## src/rtl/mnist_pkg.sv

```systemverilog
// Shared constants and FSM state type for the MNIST result read-back path.
package mnist_pkg;

    localparam int NUM_CLASS     = 10;
    localparam int Y_ADDR_STRIDE = 4;
    localparam int CLASS_W       = 4;

    typedef enum logic [2:0] {
        IDLE,
        READ,
        DRAIN,
        EMIT,
        DONE
    } state_t;

endpackage

```

## src/rtl/argmax_unit.sv

```systemverilog
// Running signed argmax over a stream of indexed scores; the first sample after clr seeds the best.
module argmax_unit
    import mnist_pkg::*;
#(
    parameter int DATA_W = 32
) (
    input  logic                     clk_i,
    input  logic                     rst_i,
    input  logic                     clr_i,
    input  logic                     valid_i,
    input  logic [CLASS_W-1:0]       idx_i,
    input  logic signed [DATA_W-1:0] data_i,
    output logic signed [DATA_W-1:0] best_val_o,
    output logic [CLASS_W-1:0]       best_idx_o,
    output logic [CLASS_W-1:0]       nxt_idx_o
);

    logic                     r_empty;
    logic signed [DATA_W-1:0] r_best_val;
    logic [CLASS_W-1:0]       r_best_idx;
    logic                     w_take;

    // Strict greater-than keeps the lowest index on ties; no sentinel seed is needed.
    assign w_take    = valid_i && (r_empty || (data_i > r_best_val));
    assign nxt_idx_o = w_take ? idx_i : r_best_idx;

    always_ff @(posedge clk_i) begin
        if (rst_i || clr_i) begin
            r_empty    <= 1'b1;
            r_best_val <= '0;
            r_best_idx <= '0;
        end else if (w_take) begin
            r_empty    <= 1'b0;
            r_best_val <= data_i;
            r_best_idx <= idx_i;
        end
    end

    assign best_val_o = r_best_val;
    assign best_idx_o = r_best_idx;

endmodule

```

## src/rtl/y_buf_argmax_reader.sv

```systemverilog
// Reads back per-image class scores from the Y buffer, picks the argmax, checks it against a label ROM.
module y_buf_argmax_reader
    import mnist_pkg::*;
#(
    parameter int  IN_IMG_NUM       = 10,
    parameter int  Y_BUF_ADDR_WIDTH = 32,
    parameter int  Y_BUF_DATA_WIDTH = 32,
    parameter int  RD_LAT           = 1,
    localparam int IMG_W            = $clog2(IN_IMG_NUM),
    localparam int CNT_W            = $clog2(IN_IMG_NUM + 1)
) (
    input  logic                        clk_i,
    input  logic                        rst_i,
    input  logic                        start_i,
    output logic                        y_buf_en_o,
    output logic [Y_BUF_ADDR_WIDTH-1:0] y_buf_addr_o,
    input  logic [Y_BUF_DATA_WIDTH-1:0] y_buf_data_i,
    output logic                        lbl_en_o,
    output logic [IMG_W-1:0]            lbl_addr_o,
    input  logic [CLASS_W-1:0]          lbl_data_i,
    // Result stream: res_* are held stable while res_valid_o=1 and transfer on res_valid_o & res_ready_i.
    output logic                        res_valid_o,
    input  logic                        res_ready_i,
    output logic [IMG_W-1:0]            res_img_o,
    output logic [CLASS_W-1:0]          res_class_o,
    output logic [Y_BUF_DATA_WIDTH-1:0] res_score_o,
    output logic                        res_hit_o,
    output logic [CNT_W-1:0]            correct_cnt_o,
    output logic                        busy_o,
    output logic                        done_o,
    output state_t                      dbg_state_o
);

    state_t                      r_state, w_next;
    logic [IMG_W-1:0]            r_img;
    logic [CLASS_W-1:0]          r_k;
    logic [CNT_W-1:0]            r_cnt;
    logic [CLASS_W-1:0]          r_label;
    logic                        r_hit;
    logic [RD_LAT-1:0]           r_vld_pipe;
    logic [CLASS_W-1:0]          r_k_pipe [RD_LAT];

    logic                        w_en, w_start, w_hs, w_last_k, w_last_img;
    logic                        w_arr_vld, w_last_arr;
    logic [CLASS_W-1:0]          w_arr_k, w_nxt_idx, w_best_idx;
    logic [Y_BUF_ADDR_WIDTH-1:0] w_word_idx, w_addr;
    logic [Y_BUF_DATA_WIDTH-1:0] w_best_val;

    assign w_en       = (r_state == READ);
    assign w_start    = (r_state == IDLE) && start_i;
    assign w_hs       = (r_state == EMIT) && res_ready_i;
    assign w_last_k   = (r_k == CLASS_W'(NUM_CLASS - 1));
    assign w_last_img = (r_img == IMG_W'(IN_IMG_NUM - 1));
    assign w_arr_vld  = r_vld_pipe[RD_LAT-1];
    assign w_arr_k    = r_k_pipe[RD_LAT-1];
    assign w_last_arr = w_arr_vld && (w_arr_k == CLASS_W'(NUM_CLASS - 1));

    assign w_word_idx = Y_BUF_ADDR_WIDTH'(r_img) * Y_BUF_ADDR_WIDTH'(NUM_CLASS)
                      + Y_BUF_ADDR_WIDTH'(r_k);
    assign w_addr     = w_word_idx * Y_BUF_ADDR_WIDTH'(Y_ADDR_STRIDE);

    always_ff @(posedge clk_i) begin
        if (rst_i) r_state <= IDLE;
        else       r_state <= w_next;
    end

    always_comb begin
        w_next       = r_state;
        y_buf_en_o   = 1'b0;
        y_buf_addr_o = '0;
        lbl_en_o     = 1'b0;
        lbl_addr_o   = '0;
        res_valid_o  = 1'b0;
        busy_o       = 1'b0;
        done_o       = 1'b0;
        unique case (r_state)
            IDLE: if (start_i) w_next = READ;
            READ: begin
                busy_o       = 1'b1;
                y_buf_en_o   = 1'b1;
                y_buf_addr_o = w_addr;
                if (r_k == '0) begin
                    lbl_en_o   = 1'b1;
                    lbl_addr_o = r_img;
                end
                if (w_last_k) w_next = DRAIN;
            end
            DRAIN: begin
                busy_o = 1'b1;
                if (w_last_arr) w_next = EMIT;
            end
            EMIT: begin
                busy_o      = 1'b1;
                res_valid_o = 1'b1;
                if (res_ready_i) w_next = w_last_img ? DONE : READ;
            end
            DONE: begin
                done_o = 1'b1;
                w_next = IDLE;
            end
            default: w_next = IDLE;
        endcase
    end

    // Issue-side valid/index travel alongside the memory latency so they line up with y_buf_data_i.
    always_ff @(posedge clk_i) begin
        if (rst_i) begin
            r_vld_pipe <= '0;
            for (int i = 0; i < RD_LAT; i++) r_k_pipe[i] <= '0;
        end else begin
            r_vld_pipe[0] <= w_en;
            r_k_pipe[0]   <= r_k;
            for (int i = 1; i < RD_LAT; i++) begin
                r_vld_pipe[i] <= r_vld_pipe[i-1];
                r_k_pipe[i]   <= r_k_pipe[i-1];
            end
        end
    end

    always_ff @(posedge clk_i) begin
        if (rst_i) begin
            r_img   <= '0;
            r_k     <= '0;
            r_cnt   <= '0;
            r_label <= '0;
            r_hit   <= 1'b0;
        end else begin
            if (w_start) begin
                r_img <= '0;
                r_k   <= '0;
                r_cnt <= '0;
            end
            if (w_en) r_k <= w_last_k ? '0 : r_k + 1'b1;
            if (w_hs) begin
                r_cnt <= r_cnt + CNT_W'(r_hit);
                if (!w_last_img) r_img <= r_img + 1'b1;
            end
            if (w_arr_vld && (w_arr_k == '0)) r_label <= lbl_data_i;
            // Hit is formed from the argmax's next index so it lands with the final class.
            if (w_last_arr) r_hit <= (w_nxt_idx == r_label);
        end
    end

    argmax_unit #(
        .DATA_W (Y_BUF_DATA_WIDTH)
    ) u_argmax (
        .clk_i      (clk_i),
        .rst_i      (rst_i),
        .clr_i      (w_start || w_hs),
        .valid_i    (w_arr_vld),
        .idx_i      (w_arr_k),
        .data_i     ($signed(y_buf_data_i)),
        .best_val_o (w_best_val),
        .best_idx_o (w_best_idx),
        .nxt_idx_o  (w_nxt_idx)
    );

    assign res_img_o     = r_img;
    assign res_class_o   = w_best_idx;
    assign res_score_o   = w_best_val;
    assign res_hit_o     = r_hit;
    assign correct_cnt_o = r_cnt;
    assign dbg_state_o   = r_state;

endmodule
```

## config.mk

```make
export PLATFORM = sky130hd
export DESIGN_NAME = y_buf_argmax_reader
export DESIGN_NICKNAME = d
export VERILOG_FILES = /design/src/rtl/mnist_pkg.sv /design/src/rtl/argmax_unit.sv /design/src/rtl/y_buf_argmax_reader.sv
export SDC_FILE = /design/constraint.sdc
export NUM_CORES = 1
export LEC_CHECK = 0
export CORE_MARGIN = 1
export CORE_UTILIZATION = 44
export CTS_BUF_LIST = sky130_fd_sc_hd__clkbuf_8
export CTS_CLUSTER_SIZE = 16
export DETAILED_ROUTE_END_ITERATION = 6
export GPL_TIMING_DRIVEN = 0
export PLACE_DENSITY = 0.8
export RECOVER_POWER = 100
export SETUP_SLACK_MARGIN = 0.2
export SYNTH_ARGS = -nofsm -noshare
export SYNTH_HDL_FRONTEND = slang
export SYNTH_HIERARCHICAL = 1
export SYNTH_SLANG_ARGS = --single-unit
```

## constraint.sdc

```tcl
create_clock -name clk_i -period 3.5 [get_ports clk_i]
set_input_delay 0.7 -clock clk_i [delete_from_list [all_inputs] [get_ports clk_i]]
set_output_delay 0.7 -clock clk_i [all_outputs]
set_load 0.02 [all_outputs]
```

# --- Word-level counts from Yosys, hierarchy flattened ---
# Memories as Yosys holds them, arrays and structs flattened.
# Cells that the tools add are included.
word_totals:
  reg_bits: 58
  mem_bits_rw: 4
  input_bits: 40
  output_inout_bits: 89
  word_cells: 73
  n_memories: 1
op_classes:
  n_addsub: 4
  multipliers: 1
  n_lt_le_gt_ge: 1
  eq_ne: 12
  n_mux: 28
  reduce_logical: 16
memory_table:
  columns: ["memory", "words", "width", "rd", "rd_ports_with_merged_regs", "write_ports", "line", "text"]
  rows:
  - ["r_k_pipe", 1, 4, 1, 0, 1, "y_buf_argmax_reader.sv:41", "logic [CLASS_W-1:0] r_k_pipe [RD_LAT];"]
ops:
  columns: ["op", "count"]
  rows:
  - ["$mux W4", 11]
  - ["$gt A32 B32 Y1", 1]
  - ["$mux W3", 5]
  - ["$eq A4 B4 Y1 const B", 3]
  - ["$pmux W3 S4", 1]
  - ["$mux W11", 1]
  - ["$mux W1", 10]
  - ["$add A8 B4 Y9", 1]
  - ["$add A4 B1 Y4 const B", 2]
  - ["$logic_not A4 Y1", 2]
  - ["$mul A4 B3 Y7 const B", 1]
  - ["$eq A3 B2 Y1 const B", 2]
  - ["$ne A2 B2 Y1 const B", 3]
  - ["$logic_and A1 B1 Y1", 5]
  - ["$add A4 B1 Y4", 1]
  - ["$eq A4 B4 Y1", 1]
  - ["$reduce_and A4 Y1", 1]
  - ["$reduce_bool A2 Y1", 2]
  - ["$reduce_or A4 Y1", 1]
  - ["$eq A3 B1 Y1 const B", 1]
  - ["$eq A3 B3 Y1 const B", 1]
  - ["$logic_not A3 Y1", 1]
  - ["$logic_or A1 B1 Y1", 3]
  - ["$reduce_or A3 Y1", 1]
  - ["$ne A2 B1 Y1 const B", 1]

# --- Depth between registers and ports, before layout ---
logic_depth:
  depth_word: 5
  ltp_mapped: 14
  depth_no_buf: 13

# --- Cells and area by module ---
# Netlist, hierarchy kept.
by_module_without_submodules:
  columns: ["mod", "instances", "cells_per_inst", "area_per_inst_um2", "seq_area_each_um2"]
  rows:
  - ["argmax_unit", 1, 282, 2299.7, 740.7]
  - ["y_buf_argmax_reader", 1, 215, 1736.7, 500.5]

# --- Worst setup path after synthesis ---
# Ideal clock, no wire load.
synth_timing:
  kind: "input port to flip-flop"
  startpoint: "in y_buf_data_i[31]"
  endpoint: "reg r_hit (netlist: res_hit_o)"
  setup_ns: 0.065
  arrival_ns: 3.411
  required_time_ns: 3.435
  setup_slack_ns: 0.024
  stages: 12
  path_buffers: 1
  cell_sequence: "ha_1 nand4_1 or4_1 o311a_1 a22oi_1 o311ai_1 buf_2 mux2_1 xor2_1 nor4_1 mux2i_1 nor2_1"
synth_via:
  elab_chain_len: 5
synth_rtl:
  columns: ["element", "line", "text"]
  rows:
  - ["start, declared", "y_buf_argmax_reader.sv:17", "input logic [Y_BUF_DATA_WIDTH-1:0] y_buf_data_i,"]
  - ["$gt A32 B32 Y1", "argmax_unit.sv:24", "assign w_take = valid_i && (r_empty || (data_i > r_best_val));"]
  - ["$logic_or A1 B1 Y1", "argmax_unit.sv:24", null]
  - ["$logic_and A1 B1 Y1", "argmax_unit.sv:24", null]
  - ["$mux W4", null, null]
  - ["via w_nxt_idx[3]", "y_buf_argmax_reader.sv:45", "logic [CLASS_W-1:0] w_arr_k, w_nxt_idx, w_best_idx;"]
  - ["$eq A4 B4 Y1", "y_buf_argmax_reader.sv:140", "if (w_last_arr) r_hit <= (w_nxt_idx == r_label);"]
  - ["end signal, assigned", "y_buf_argmax_reader.sv:140", null]
  - ["end, declared", "y_buf_argmax_reader.sv:39", "logic r_hit;"]
# The timed path passes the listed nets, and every way through them passes these cells.
# A chain may end at the register's enable or synchronous reset.

# --- Worst setup path after layout ---
layout_timing:
  startpoint: "in y_buf_data_i[26]"
  endpoint: "reg r_hit (netlist: res_hit_o)"
# Same word-level chain as after synthesis.

==> results.yml <==
placement:
  postPlaceCellArea_um2: 5330
  dp_hpwl_mm: 7.85
  io_buffer_count: 105
  place_congestion: 0.839
synthesis:
  avgSynthCellArea_um2: 8.12
  synth.distinct_cells: 50
  synth_top_family_by_area: "simple AND/OR/NAND/NOR gates"
  synth_area_leaders: "dfxtp_1 31%, ha_1 14%, mux2i_1 9.4%"
  yosysWarnings: 6
  muxShareOfSynthArea: 0.108
  yosysSeqAreaShare: 0.308
  synth_fa_ha_area_frac: 0.153
  synth-simple-area-share: 0.223
  synth_top_area_share: 0.308
  synth-async-reset-ratio: 0
  synth_cells: 497
  synthTopCellsByCount: "97 x nand2_1, 62 x dfxtp_1, 47 x inv_1, 46 x ha_1, 38 x mux2i_1"
  ys_seq_elements: 62
  synth_edf_count: 0
  yosysMostFrequentCell: "nand2_1"
  synth_compound_area_frac: 0.0865
  yosysTopAreaCell: "dfxtp_1"
  yosys_most_used_dff: "dfxtp_1"
  synth-xor-area-share: 0.0152
  netlist_area_um2: 4040
cells_and_area:
  fin_util: 0.698
  synthToLayoutAreaGrowth_pct: 52.4
  final_nets: 748
  drive_gt1_frac: 0.226
  final_area_um2: 6150
  diodes: 0
pwr:
  clock_power_share: 0.399
  p_sw_frac: 0.282
  worst_ir_drop_vdd_mv: 0.201
  p_per_area_nw_per_um2: 323
  seqPwrFrac: 0.374
  pwr-share-comb: 0.227
  switchingPower_w: 0.000561
  cellInternalPower_w: 0.00143
  finalPower_w: 0.00199
  power_leakage_nw: 2.74
global_routing:
  grt_pass1_wl_mm: 17.6
  antenna_found_initial: 0
  grt_overflow: 0
  grt_util_all_layers: 0.227
  grt_pass1_vias: 3843
  grt_max_degree: 12
run_status:
  status: "finished with violations"
  violations: "DRC"
sta:
  max-slew-margin-rel: 0.312
  period_share: 0.965
  rsz0062_at_grt: "true"
  period_minus_slack_ns: 3.38
  worst_slew_pin_slew_ns: 1.02
  slew_violations: 0
  clock-skew-final_ns: 0.0156
  finalSetupViolCount: 0
  final_hold_viol_count: 0
  max_freq_mhz: 296
die:
  die_h_um: 97.8
  core_um2: 8810
  rows: 34
  start_util: 0.458
  die-area_um2: 9560
  ios: 129
  die_x_um: 97.8
route:
  dr.pass1.iters: 7
  num_vias: 4099
  wl_mm: 12.0
  antenna_left: 0
  post_drt_wl_per_cell_um: 15.6
  viasPerCell: 5.30
  drtIter0Drc: 211
  drc: 26
worst_setup_path:
  r2r-start: "u_argmax/best_val_o[27]"
  required_ns: 3.76
  critPathLaunchType: "input port"
  ff2ff_path_depth: 14
  regToRegEndpoint: "res_hit_o"
  worstPathArrival_ns: 3.64
  crit_type: "input port to flop"
  critPathMaxFanout: 5
  startpoint: "y_buf_data_i[26]"
  endpoint: "res_hit_o"
  end_kind: "flop"
  rrSetupSlack_ns: 0.14
clocking:
  cts_root_buffer: "clkbuf_8"
  clkSinkCount: 62
  htree_levels: 3
  cts_tree: "yes"
  cts_made_buffers: 9
  clk_latency_ns: 0.35
  cts.reportedPaths.clkPinSlew_ns: 0.07
  hold_buffers: 0
  ctsLongestPathBuffers: 2
run:
  drv_cap: 0
min_path:
  hold_path_class: "flop to flop"
==> placed cells by master (no fill, tap or decap), types with 8 or more instances in the layout <==
cell type and n:
a21oi_1 29, buf_4 48, buf_6 10, clkbuf_1 13
clkbuf_2 13, clkbuf_8 10, clkdlybuf4s50_1 9, conb_1 23
dfxtp_1 52, dfxtp_2 8, dlygate4sd3_1 64, ha_1 22
ha_4 24, inv_1 46, mux2i_1 38, nand2_1 95
nand3_1 14, nor2_1 24, nor3_1 9, o21ai_0 10
==> sequential cells by signal, summed over array words and instances, names as in the netlist <==
signal               count
u_argmax/best_val_o     32
correct_cnt_o            4
r_k                      4
r_k_pipe                 4
r_label                  4
res_img_o                4
u_argmax/best_idx_o      4
dbg_state_o              3
r_vld_pipe               1
res_hit_o                1
u_argmax/r_empty         1
==> critical path, stage by stage <==
cell,delay [ns]
buf_6,0.10
ha_4,0.26
nand4_1,0.15
or4_4,0.58
o311a_4,0.35
a22oi_2,0.19
o311ai_4,0.14
buf_6,0.16
buf_4,0.14
mux2_4,0.30
xor2_1,0.15
nor4_2,0.18
mux2i_1,0.12
nor2_1,0.12
==> layer usage <==
layer  global-route usage  vias up  part of all wire
met5                    0        -                 0
met4               0.0921        0             0.022
met3               0.0480       25             0.064
met2                0.405      161              0.51
met1                0.265     1957              0.40
li1                     -     1956                 -
==> cells by family (layout without fill, tap and decap cells) <==
family          after synthesis  in the layout
mux                          43             43
simple gates                189            189
fa+ha+maj                    48             48
buf+inv                      88            234
flops                        62             62
compound gates               59             59
other cells                   1             23
xor+xnor                      7              7
==> timing repair <==
action,CTS,global route
pin swaps,21,41
endpoints found under the setup margin,6,7
buffers inserted,12,13
resized for setup,41,125
==> cell type report <==
cell class	instances	area (um2)
Multi-Input combinational cell	369	2870
Fill cell	631	2660
Sequential cell	62	1260
Timing Repair Buffer	130	1200
Buffer	41	256
Inverter	47	179
Clock buffer	10	138
Tap cell	108	135
Clock inverter	6	110
==> worst min-delay path by stage <==
stage                                       start                 endpoint  slack [ns]  depth (start not counted)
final                     u_argmax/best_val_o[25]  u_argmax/best_val_o[25]        0.47                          2
after global routing      u_argmax/best_val_o[25]  u_argmax/best_val_o[25]        0.49                          2
after CTS                          r_k_pipe[0][2]   u_argmax/best_idx_o[2]        0.47                          2
after detailed placement               r_label[1]               r_label[1]        0.46                          2
after global placement    u_argmax/best_val_o[21]  u_argmax/best_val_o[21]        0.46                          2
after floorplan                  u_argmax/r_empty         u_argmax/r_empty        0.44                          2
==> stage by stage <==
step	hold slack, ns	setup TNS (ns)	std cells	setup WS [ns]
finish	0.466	0	773	0.124
global route	0.486	0	773	0.00459
CTS	0.471	-0.0544	760	-0.0544
detailed placement	0.464	-0.846	732	-0.754
global placement	0.456	-0.709	732	-0.675
floorplan	0.444	0	519	0.101
==> power groups by stage <==
stage                     clock network (W)  registers (W)  logic (W)
after floorplan                           0       0.000775   0.000219
after global placement                    0       0.000758   0.000367
after detailed placement                  0       0.000759   0.000377
after CTS                          0.000795       0.000743   0.000396
after global routing               0.000834       0.000746   0.000488
final                              0.000793       0.000743   0.000452
(Power assumes the default switching activity.)
